**src/rtl/mix_columns_seq.sv**
```systemverilog
// Column-serial AES (Inv)MixColumns with a valid/ready handshake and final-round bypass.
// A block is accepted in IDLE, transformed in place over 4/COLS_PER_CYCLE BUSY cycles, then held in DONE.

module mix_col_lane #(
  parameter bit INVERSE = 1'b0
) (
  input  logic [31:0] col,
  output logic [31:0] res
);
  localparam logic [3:0] M0 = INVERSE ? 4'he : 4'h2;
  localparam logic [3:0] M1 = INVERSE ? 4'hb : 4'h3;
  localparam logic [3:0] M2 = INVERSE ? 4'hd : 4'h1;
  localparam logic [3:0] M3 = INVERSE ? 4'h9 : 4'h1;

  function automatic logic [7:0] xt(input logic [7:0] b);
    return {b[6:0], 1'b0} ^ (b[7] ? 8'h1b : 8'h00);
  endfunction

  // Constant coefficients collapse this case to a fixed XOR network.
  function automatic logic [7:0] mulc(input logic [3:0] m, input logic [7:0] b);
    logic [7:0] x2, x4, x8;
    x2 = xt(b);
    x4 = xt(x2);
    x8 = xt(x4);
    case (m)
      4'h1:    return b;
      4'h2:    return x2;
      4'h3:    return x2 ^ b;
      4'h9:    return x8 ^ b;
      4'hb:    return x8 ^ x2 ^ b;
      4'hd:    return x8 ^ x4 ^ b;
      4'he:    return x8 ^ x4 ^ x2;
      default: return 8'h00;
    endcase
  endfunction

  logic [7:0] a [4];

  for (genvar j = 0; j < 4; j++) begin : g_byte
    assign a[j] = col[31-8*j -: 8];
  end

  for (genvar r = 0; r < 4; r++) begin : g_row
    assign res[31-8*r -: 8] = mulc(M0, a[r]) ^ mulc(M1, a[(r+1)%4]) ^
                              mulc(M2, a[(r+2)%4]) ^ mulc(M3, a[(r+3)%4]);
  end
endmodule

module mix_columns_seq #(
  parameter int COLS_PER_CYCLE = 1,
  parameter bit INVERSE        = 1'b0
) (
  input  logic         clk,
  input  logic         rst,
  input  logic [127:0] in_state,
  input  logic         in_last,
  input  logic         in_valid,
  output logic         in_ready,
  output logic [127:0] out_state,
  output logic         out_valid,
  input  logic         out_ready
);
  if (COLS_PER_CYCLE != 1 && COLS_PER_CYCLE != 2 && COLS_PER_CYCLE != 4) begin : g_bad_cpc
    $error("mix_columns_seq: COLS_PER_CYCLE must be 1, 2 or 4");
  end

  typedef enum logic [1:0] {IDLE, BUSY, DONE} state_t;

  state_t state, state_nx;
  // Column 0 sits at the MSB end, so an ascending packed range maps work[c] to column c.
  logic [0:3][31:0] work;
  logic [2:0]       cnt;
  logic [COLS_PER_CYCLE-1:0][31:0] sel_col, mixed;

  for (genvar k = 0; k < COLS_PER_CYCLE; k++) begin : g_lane
    assign sel_col[k] = work[cnt[1:0] + 2'(k)];
    mix_col_lane #(.INVERSE(INVERSE)) u_lane (.col(sel_col[k]), .res(mixed[k]));
  end

  always_ff @(posedge clk) begin
    if (rst) state <= IDLE;
    else     state <= state_nx;
  end

  always_comb begin
    state_nx = state;
    case (state)
      IDLE: if (in_valid) state_nx = in_last ? DONE : BUSY;
      BUSY: if (cnt + 3'(COLS_PER_CYCLE) == 3'd4) state_nx = DONE;
      DONE: if (out_ready) state_nx = IDLE;
      default: state_nx = IDLE;
    endcase
  end

  always_comb begin
    in_ready  = (state == IDLE);
    out_valid = (state == DONE);
    // Only a finished block is ever visible; partial work stays hidden.
    out_state = (state == DONE) ? work : 128'h0;
  end

  always_ff @(posedge clk) begin
    if (rst) begin
      work <= '0;
      cnt  <= '0;
    end else begin
      case (state)
        IDLE: if (in_valid) begin
          work <= in_state;
          cnt  <= '0;
        end
        BUSY: begin
          for (int k = 0; k < COLS_PER_CYCLE; k++) work[cnt[1:0] + 2'(k)] <= mixed[k];
          cnt <= cnt + 3'(COLS_PER_CYCLE);
        end
        default: ;
      endcase
    end
  end
endmodule
```
**config.mk**
```make
export PLATFORM = sky130hd
export DESIGN_NAME = mix_columns_seq
export DESIGN_NICKNAME = d
export VERILOG_FILES = /design/src/rtl/mix_columns_seq.sv
export SDC_FILE = /design/constraint.sdc
export NUM_CORES = 1
export LEC_CHECK = 0
export CORE_AREA = 5 5 144 146
export CTS_CLUSTER_DIAMETER = 80
export DETAILED_ROUTE_END_ITERATION = 6
export DIE_AREA = 0 0 149 151
export HOLD_SLACK_MARGIN = 0.1
export PLACE_DENSITY = 0.93
export SYNTH_ARGS = -nofsm -noshare
export SYNTH_HDL_FRONTEND = slang
export SYNTH_SLANG_ARGS = --single-unit
```
**constraint.sdc**
```tcl
create_clock -name clk -period 6.05 [get_ports clk]
set_input_delay 1.5125 -clock clk [delete_from_list [all_inputs] [get_ports clk]]
set_output_delay 1.5125 -clock clk [all_outputs]
set_load 0.01 [all_outputs]
```
==> summary by stage, run 1 <==
Outcome
The run finished, with violations left. The checks that failed: design-rule violations.

Synth
The synthesized design contains 133 register bits. Of the synthesized area, sequential elements account for 26.0%. The biggest area contributor in the post-synthesis netlist is sky130_fd_sc_hd__dfxtp_1. The number of distinct standard cells referenced by the synthesized netlist is 41. In the synthesized netlist, the cells that appear most often are 153 x sky130_fd_sc_hd__a21oi_1, 138 x sky130_fd_sc_hd__nand3_1, 137 x sky130_fd_sc_hd__and2_1, 133 x sky130_fd_sc_hd__dfxtp_1, 103 x sky130_fd_sc_hd__clkbuf_1.

Yosys mapped a number of flops with a built-in enable equal to 0. The adder and majority gate portion of the synthesized area is 0.611%. Yosys instantiated no cell more often than sky130_fd_sc_hd__a21oi_1. The share of the synthesized area in the top cell type is 26.0%.

Of the total synthesized cell area, the portion taken by XOR and XNOR cells is 17.1%. The complex-gate fraction of the synthesized area is 21.3%. In the post-synthesis netlist, the biggest area contributors are sky130_fd_sc_hd__dfxtp_1 26%, sky130_fd_sc_hd__xnor3_1 9.5%, sky130_fd_sc_hd__and2_1 8.4%. The net count of the mapped netlist is 1278. The number of standard cells after synthesis is 1140. The count of synthesis-stage warnings from yosys is 0. The primary flip-flop cell chosen by synthesis mapping is sky130_fd_sc_hd__dfxtp_1. The combinational family with the most area after synthesis is compound AO/OA/AOI/OAI gates. The post-synthesis mux area share is 7.83%.

The combined area of all synthesized cells is 10200 um^2. Counting flops with an async set or reset pin after synthesis yields a share of 0%. The share of synthesized cell area in and, or, nand and nor gates is 21.3%. The average instance in the mapped netlist occupies 8.99 um^2.

Routing
The pre-antenna-repair detailed-routing pass consisted of 7 iterations. In this run the remaining antenna-violating nets after routing total 0. The count of unresolved DRC violations after routing is 8. The first-iteration detailed-routing DRC count is 1621.

After detailed routing, the number of vias per cell comes to 6.78. Across all layers, the routed design uses 10700 vias. The wire length reported by the detailed router is 38500 um. The routed wire length per instance is 24.3 um.

Setup path
The data arrival time of the critical path is 2.88 ns. The critical path goes through nor2b_4 > buf_4 > and2_1 > clkdlybuf4s50_1. STA classifies the critical path startpoint as a register. Along the worst path, the maximum fanout reaches 85. The largest single stage delay on the critical path is 0.65 ns. The critical path is of the register to primary output type. The startpoint identified for the worst register-to-register timing path is cnt[0]$_SDFFE_PP0P_.

Counting both buffers and inverters, the worst setup path holds a total of 2. The startpoint of the worst setup timing path is state[1]$_SDFFE_PP0P_. The slowest cell on the critical path is sky130_fd_sc_hd__nor2b_4. The category of cells accounting for the largest share of critical-path delay is buffers and inverters. The data required time at the worst endpoint is 4.54 ns.

The worst setup path is captured at a primary output.

Place
At the end of routability-driven placement, the weighted congestion stood at 0.905. The post-placement cell area is 12800 um^2. Summed over all nets, the half-perimeter wirelength after detailed placement is 25000 um. The number of buffer cells added on primary ports is 262. The number of placed instances, taps included, is 1550.

Clocking
The clock passes through at most 2 buffers. The clock transition at the registers of the reported paths is 0.06 ns. The buffers inserted during post-CTS setup optimization is 0. The clock sink total is 133.

The cts-stage hold buffer count is 0. In this run, CTS created clock tree buffers numbering 17. The clock root buffer master is sky130_fd_sc_hd__clkbuf_16. The CTS tree is done.

The clock latency on the worst-skew pair is 0.44 ns. In this run the number of H-tree levels came out at 4. Gates resized during post-CTS repair numbered 0.

STA
The routed design could run at a clock period as short as 4.39 ns. The final critical-path share of the clock period is 72.6%. Setup repair after global routing left no endpoint under its margin. The worst slew slack as a fraction of its limit is 24.7%. The setup TNS is 0 ns.

The hold violation total from the final report is 0. At the pin with the least slew margin, the transition time is 1.13 ns. Based on the critical path, the design can be clocked at up to 0.228 GHz. The worst setup skew after layout is 0.00976 ns. The number of setup violations in the final report is 0. The number of max-slew violations in the final report was 0.

Floorplanning
The starting density of the core is 53.2%. The area inside the core boundary is 19300 um^2. The vertical die dimension is 151 um. The die covers 22500 um^2. For this design the top-level I/O count stands at 263. The horizontal extent of the die is 149 um.

After floorplanning, the core was divided into 51 placement rows.

Finish
In the final design database the tool counted 1442 nets. The area of all placed cells without fillers is 13400 um^2. The fraction of layout cells with a size suffix above 1 is 10.7%. Excluding fillers, the count of instances in the completed layout stands at 1585.

Relative to the synthesized area, the layout overhead comes to 31.1%. The filler cell count is 1402.

GRT
The via count of the first global-routing pass is 10600. Entering global routing, the biggest net connects 86 pins. The initial antenna violation count is 5.

The global-route wire length before repair is 57800 um. In the global route stage, overall resource usage came out at 32.7%. The remaining global-route overflow is 0.

Job
The max-cap violation count is 0.

Power
For this design the ratio of total power to cell area is 293 nW/um^2. The leakage dissipation is 4.85 nW. The worst voltage drop across the vdd grid is 0.281 mV.

Worst hold path
The launch instance of the worst min-delay path is work[102]$_SDFFE_PP0P_. The min-delay analysis places its worst path in the category register to register.
-- layout by cell type, fill, tap and decap left out, drive strengths merged, types with 15 or more instances in the layout --
cell and instances:
clkbuf 21, a31oi 53, nor2 26, mux4 32
o21ai 73, buf 17, nand3 138, a311oi 16
clkdlybuf4s50 262, or4b 44, xnor3 43, a211oi 20
xor2 15, and2 137, dfxtp 133, xor3 16
o211ai 37, a21oi 153, xnor2 19
-- metrics by stage --
stage / utilization, % / total power [mW] / setup WS (ns) / hold slack (ns)
2_1_floorplan: - / 2.23 / 2.87 / 0.464
3_3_place_gp: 66.3 / 2.67 / 2.10 / 0.484
3_5_place_dp: 66.3 / 2.70 / 2.00 / 0.506
4_1_cts: 69.7 / 3.87 / 1.66 / 0.516
5_1_grt: 69.7 / 4.05 / 1.41 / 0.532
6_report: 69.7 / 3.94 / 1.66 / 0.516
-- metal layers --
layer / part of all wire, % / GRT usage [%] / up-vias
li1: - / - / 4589
met1: 36 / 41.3 / 4956
met2: 46 / 51.5 / 1000
met3: 13 / 9.19 / 197
met4: 4.7 / 16.7 / 2
met5: 0.034 / 0 / -
-- cell families after synthesis --
group	Yosys count
AOI/OAI and AO/OA	371
xor gates and xnor gates	93
adders and majority gates	5
buffers and inverters	139
DFF	133
muxes	36
and+or+nand+nor	363
-- state kept, by name, summed over array words and instances (netlist names) --
register / flops
work: 128
cnt: 3
state: 2
-- worst paths after layout --
check | slack, ns | endpoint | depth (start not counted)
worst max-delay path | 1.66 | out_state[4] | 4
worst min-delay path | 0.52 | work[102]$_SDFFE_PP0P_ | 2
worst max register to register | 2.47 | work[36]$_SDFFE_PP0P_ | 5
worst min register to register | 0.52 | work[102]$_SDFFE_PP0P_ | 2
-- layout make-up --
class | instances | area, um^2 | share of cell area [%]
repair buffers | 279 | 2750 | 20.5
diodes | 4 | 10.0 | 0.0745
clock inverters | 10 | 175 | 1.30
flip-flops and latches | 133 | 2660 | 19.8
multi-input cells | 868 | 7010 | 52.1
well taps | 265 | 332 | 2.47
inverters | 5 | 18.8 | 0.140
clock buffers | 21 | 480 | 3.58
-- worst min-delay path: stages (launching register included) --
cell and delay (ns):
sky130_fd_sc_hd__dfxtp_1 0.32, sky130_fd_sc_hd__nor2_1 0.10, sky130_fd_sc_hd__a311oi_1 0.05
-- power breakdown --
part / internal (mW) / switching [mW] / leakage, nW
clock: 0.769 / 0.410 / 0.328
sequential: 0.992 / 0.102 / 1.10
combinational: 0.762 / 0.908 / 3.42
Power figures use the tool's default switching activity.
==> run 2: changes to the inputs <==
==> config.mk (replaced) <==
export PLATFORM = sky130hd
export DESIGN_NAME = mix_columns_seq
export DESIGN_NICKNAME = d
export VERILOG_FILES = /design/src/rtl/mix_columns_seq.sv
export SDC_FILE = /design/constraint.sdc
export NUM_CORES = 1
export LEC_CHECK = 0
export CORE_AREA = 5 5 156 158
export CTS_CLUSTER_DIAMETER = 80
export DETAILED_ROUTE_END_ITERATION = 6
export DIE_AREA = 0 0 161 163
export HOLD_SLACK_MARGIN = 0.1
export PLACE_DENSITY = 0.85
export SYNTH_ARGS = -nofsm -noshare
export SYNTH_HDL_FRONTEND = slang
export SYNTH_SLANG_ARGS = --single-unit
==> constraint.sdc (replaced) <==
create_clock -name clk -period 3.6 [get_ports clk]
set_input_delay 0.9 -clock clk [delete_from_list [all_inputs] [get_ports clk]]
set_output_delay 0.9 -clock clk [all_outputs]
set_load 0.01 [all_outputs]
==> summary by stage, run 2 (synthesis gave the netlist of run 1 again) <==
Finish
Fill cells in the final layout number 1932. In the final layout, the registers with the most flip-flops are work: 128 flops, cnt: 3 flops, state: 2 flops. The most common cell after layout, fill and taps aside is sky130_fd_sc_hd__clkdlybuf4s50_1.

The utilization after layout is 59.0%. Registers take 2670 um^2. The count of cells in the finished layout, fillers not included, comes to 1625.

The largest register by flop count is work. The area of combinational cells with multiple inputs is 7010 um^2. Relative to the synthesized area, the layout overhead comes to 32.3%. Leaving out fill and tap cells, the most frequent cells in the layout are 262 x sky130_fd_sc_hd__clkdlybuf4s50_1, 153 x sky130_fd_sc_hd__a21oi_1, 138 x sky130_fd_sc_hd__nand3_1. The flip-flop count of the largest register after layout is 128. Of the cells placed in the final design, the portion with a size suffix greater than 1 is 11.9%. The final layout contains 1459 nets.

STA
The number of setup violations in the final report is 0. The hold violation total from the final report came to 0. At the pin with the least slew margin, the transition time is 0.990 ns. Adding up every negative setup slack in the final design gives 0 ns.

The minimum period implied by the final worst setup slack is 3.03 ns. The final critical-path share of the clock period is 84.1%. The number of max-slew violations in the final report came to 0. Hold is met by 0.516 ns. The worst slew slack as a fraction of its limit is 34.0%. For the final database, setup skew stands at 0.00943 ns. Setup repair after global routing left no endpoint under its margin. The maximum clock frequency is 0.330 GHz.

Routing
After the first detailed-routing iteration, the DRC count stood at 1103. The detailed-routing iteration count for the pre-antenna-repair pass is 6. In this run the remaining antenna-violating nets after routing total 0. Dividing the detail-routed wire length by the instance count gives 23.6 um.

The via count is 10600. For this block, the routed nets add up to 38400 um of wire. The count of unresolved DRC violations after routing is 0. The routed via count divided by cell count is 6.50.

Power
The proportion of power drawn by the clock network is 26.8%. The reported net switching power is 2.40 mW. The leakage dissipation is 4.88 nW. The relative contribution of combinational cells to total power is 44.5%.

Sequential cells account for 28.7% of the total power. The switching share of power is 37.6%. Internal power comes to 3.97 mW. Dividing total power by cell area gives a power density of 470 nW/um^2.

IR analysis of the VDD net gives a maximum drop of 0.315 mV.

Job
The max-cap violation count is 0.

Clocking
The clock latency on the worst-skew pair is 0.43 ns. TritonCTS built the clock tree. CTS built an H-tree with a depth of 4.

In this run the deepest clock path goes through 2 buffers. In this run the post-CTS setup repair buffer count came out at 0. The cell sitting at the root of the clock tree is a sky130_fd_sc_hd__clkbuf_16. The count of cells resized by post-cts repair is 0.

The cts-stage hold buffer count is 0. After clock tree synthesis, the clock-pin slew on the worst setup and hold paths is 0.06 ns. The clock drives 133 sinks. Buffers inserted during clock tree synthesis total 17.

Floorplanning
The area of the die is 26200 um^2. The top-level port count is 263. The horizontal extent of the die is 161 um. The vertical die dimension is 163 um. The total area inside the core boundary comes to 23000 um^2. The row count is 56.

The starting density of the core is 44.6%.

Setup path
For the worst setup path, the data arrival time is 3.36 ns. The largest fanout of any net on the critical path is 16. The category of the critical setup timing path is register to register.

STA classifies the critical path endpoint as a register. The kind of launch point of the worst setup path is a register. STA puts the critical path data required time at 3.94 ns.

GRT
The first global-routing pass estimated 59600 um of wire. The initial antenna violation count came to 3. The remaining global-route overflow is 0.

The largest net degree at the start of global routing is 64. The overall global routing resource usage is 28.5%. The via count of the first global-routing pass is 10600.

Place
Counting tap cells, the placed design contains a total of 1592 instances. The count of buffers added on input and output ports is 262. Once detailed placement completed, the half-perimeter wirelength came to 26600 um. The final weighted congestion in routability-driven placement is 0.900.

Outcome
The flow ran to the end, and the final reports show no timing, DRC or antenna violations.

Worst hold path
The path class of the tightest hold or removal check is register to register.
run 2: final timing paths:
path / to / cells after the start / slack [ns] / start
worst max register to register: work[3]$_SDFFE_PP0P_ / 5 / 0.57 / cnt[1]$_SDFFE_PP0P_
worst min register to register: work[78]$_SDFFE_PP0P_ / 2 / 0.52 / work[78]$_SDFFE_PP0P_
worst max-delay path: work[3]$_SDFFE_PP0P_ / 5 / 0.57 / cnt[1]$_SDFFE_PP0P_
worst min-delay path: work[78]$_SDFFE_PP0P_ / 2 / 0.52 / work[78]$_SDFFE_PP0P_
run 2: stage by stage:
step | worst slack [ns] | cell area [um^2] | power (mW)
3_5_place_dp | 0.577 | 13000 | 4.62
3_3_place_gp | 0.604 | 13000 | 4.57
2_1_floorplan | 1.03 | 10200 | 3.75
6_report | 0.574 | 13600 | 6.37
4_1_cts | 0.553 | 13500 | 6.33
5_1_grt | 0.454 | 13600 | 6.62
run 2: power groups by stage:
stage,clock network (mW),registers [mW],logic (mW)
after floorplan,0,1.77,1.97
after global placement,0,1.84,2.72
after detailed placement,0,1.85,2.77
after CTS,1.71,1.82,2.79
after global routing,1.78,1.85,2.99
final,1.71,1.83,2.83
run 2: layout make-up:
type	instances	share of cell area, %
Clock inverter	11	0.757
Clock buffer	20	3.44
Tap cell	290	2.68
Antenna cell	2	0.0369
Timing Repair Buffer	296	21.6
Inverter	5	0.138
Sequential cell	133	19.7
Multi-Input combinational cell	868	51.7
run 2: routing by layer:
| layer | GRT usage, % | wire length (um) | vias up |
|---|---|---|---|
| met5 | 0 | 7 | - |
| met4 | 10.8 | 1270 | 2 |
| met3 | 7.42 | 4530 | 118 |
| met2 | 45.1 | 17600 | 849 |
| met1 | 37.7 | 14900 | 4984 |
| li1 | - | - | 4613 |
run 2: critical path, stage by stage, from the launching register on:
cell and delay [ns]:
sky130_fd_sc_hd__dfxtp_2 0.57, sky130_fd_sc_hd__buf_4 0.39, sky130_fd_sc_hd__mux4_2 0.69, sky130_fd_sc_hd__xor2_2 0.46
sky130_fd_sc_hd__xnor3_1 0.53, sky130_fd_sc_hd__a211oi_1 0.27
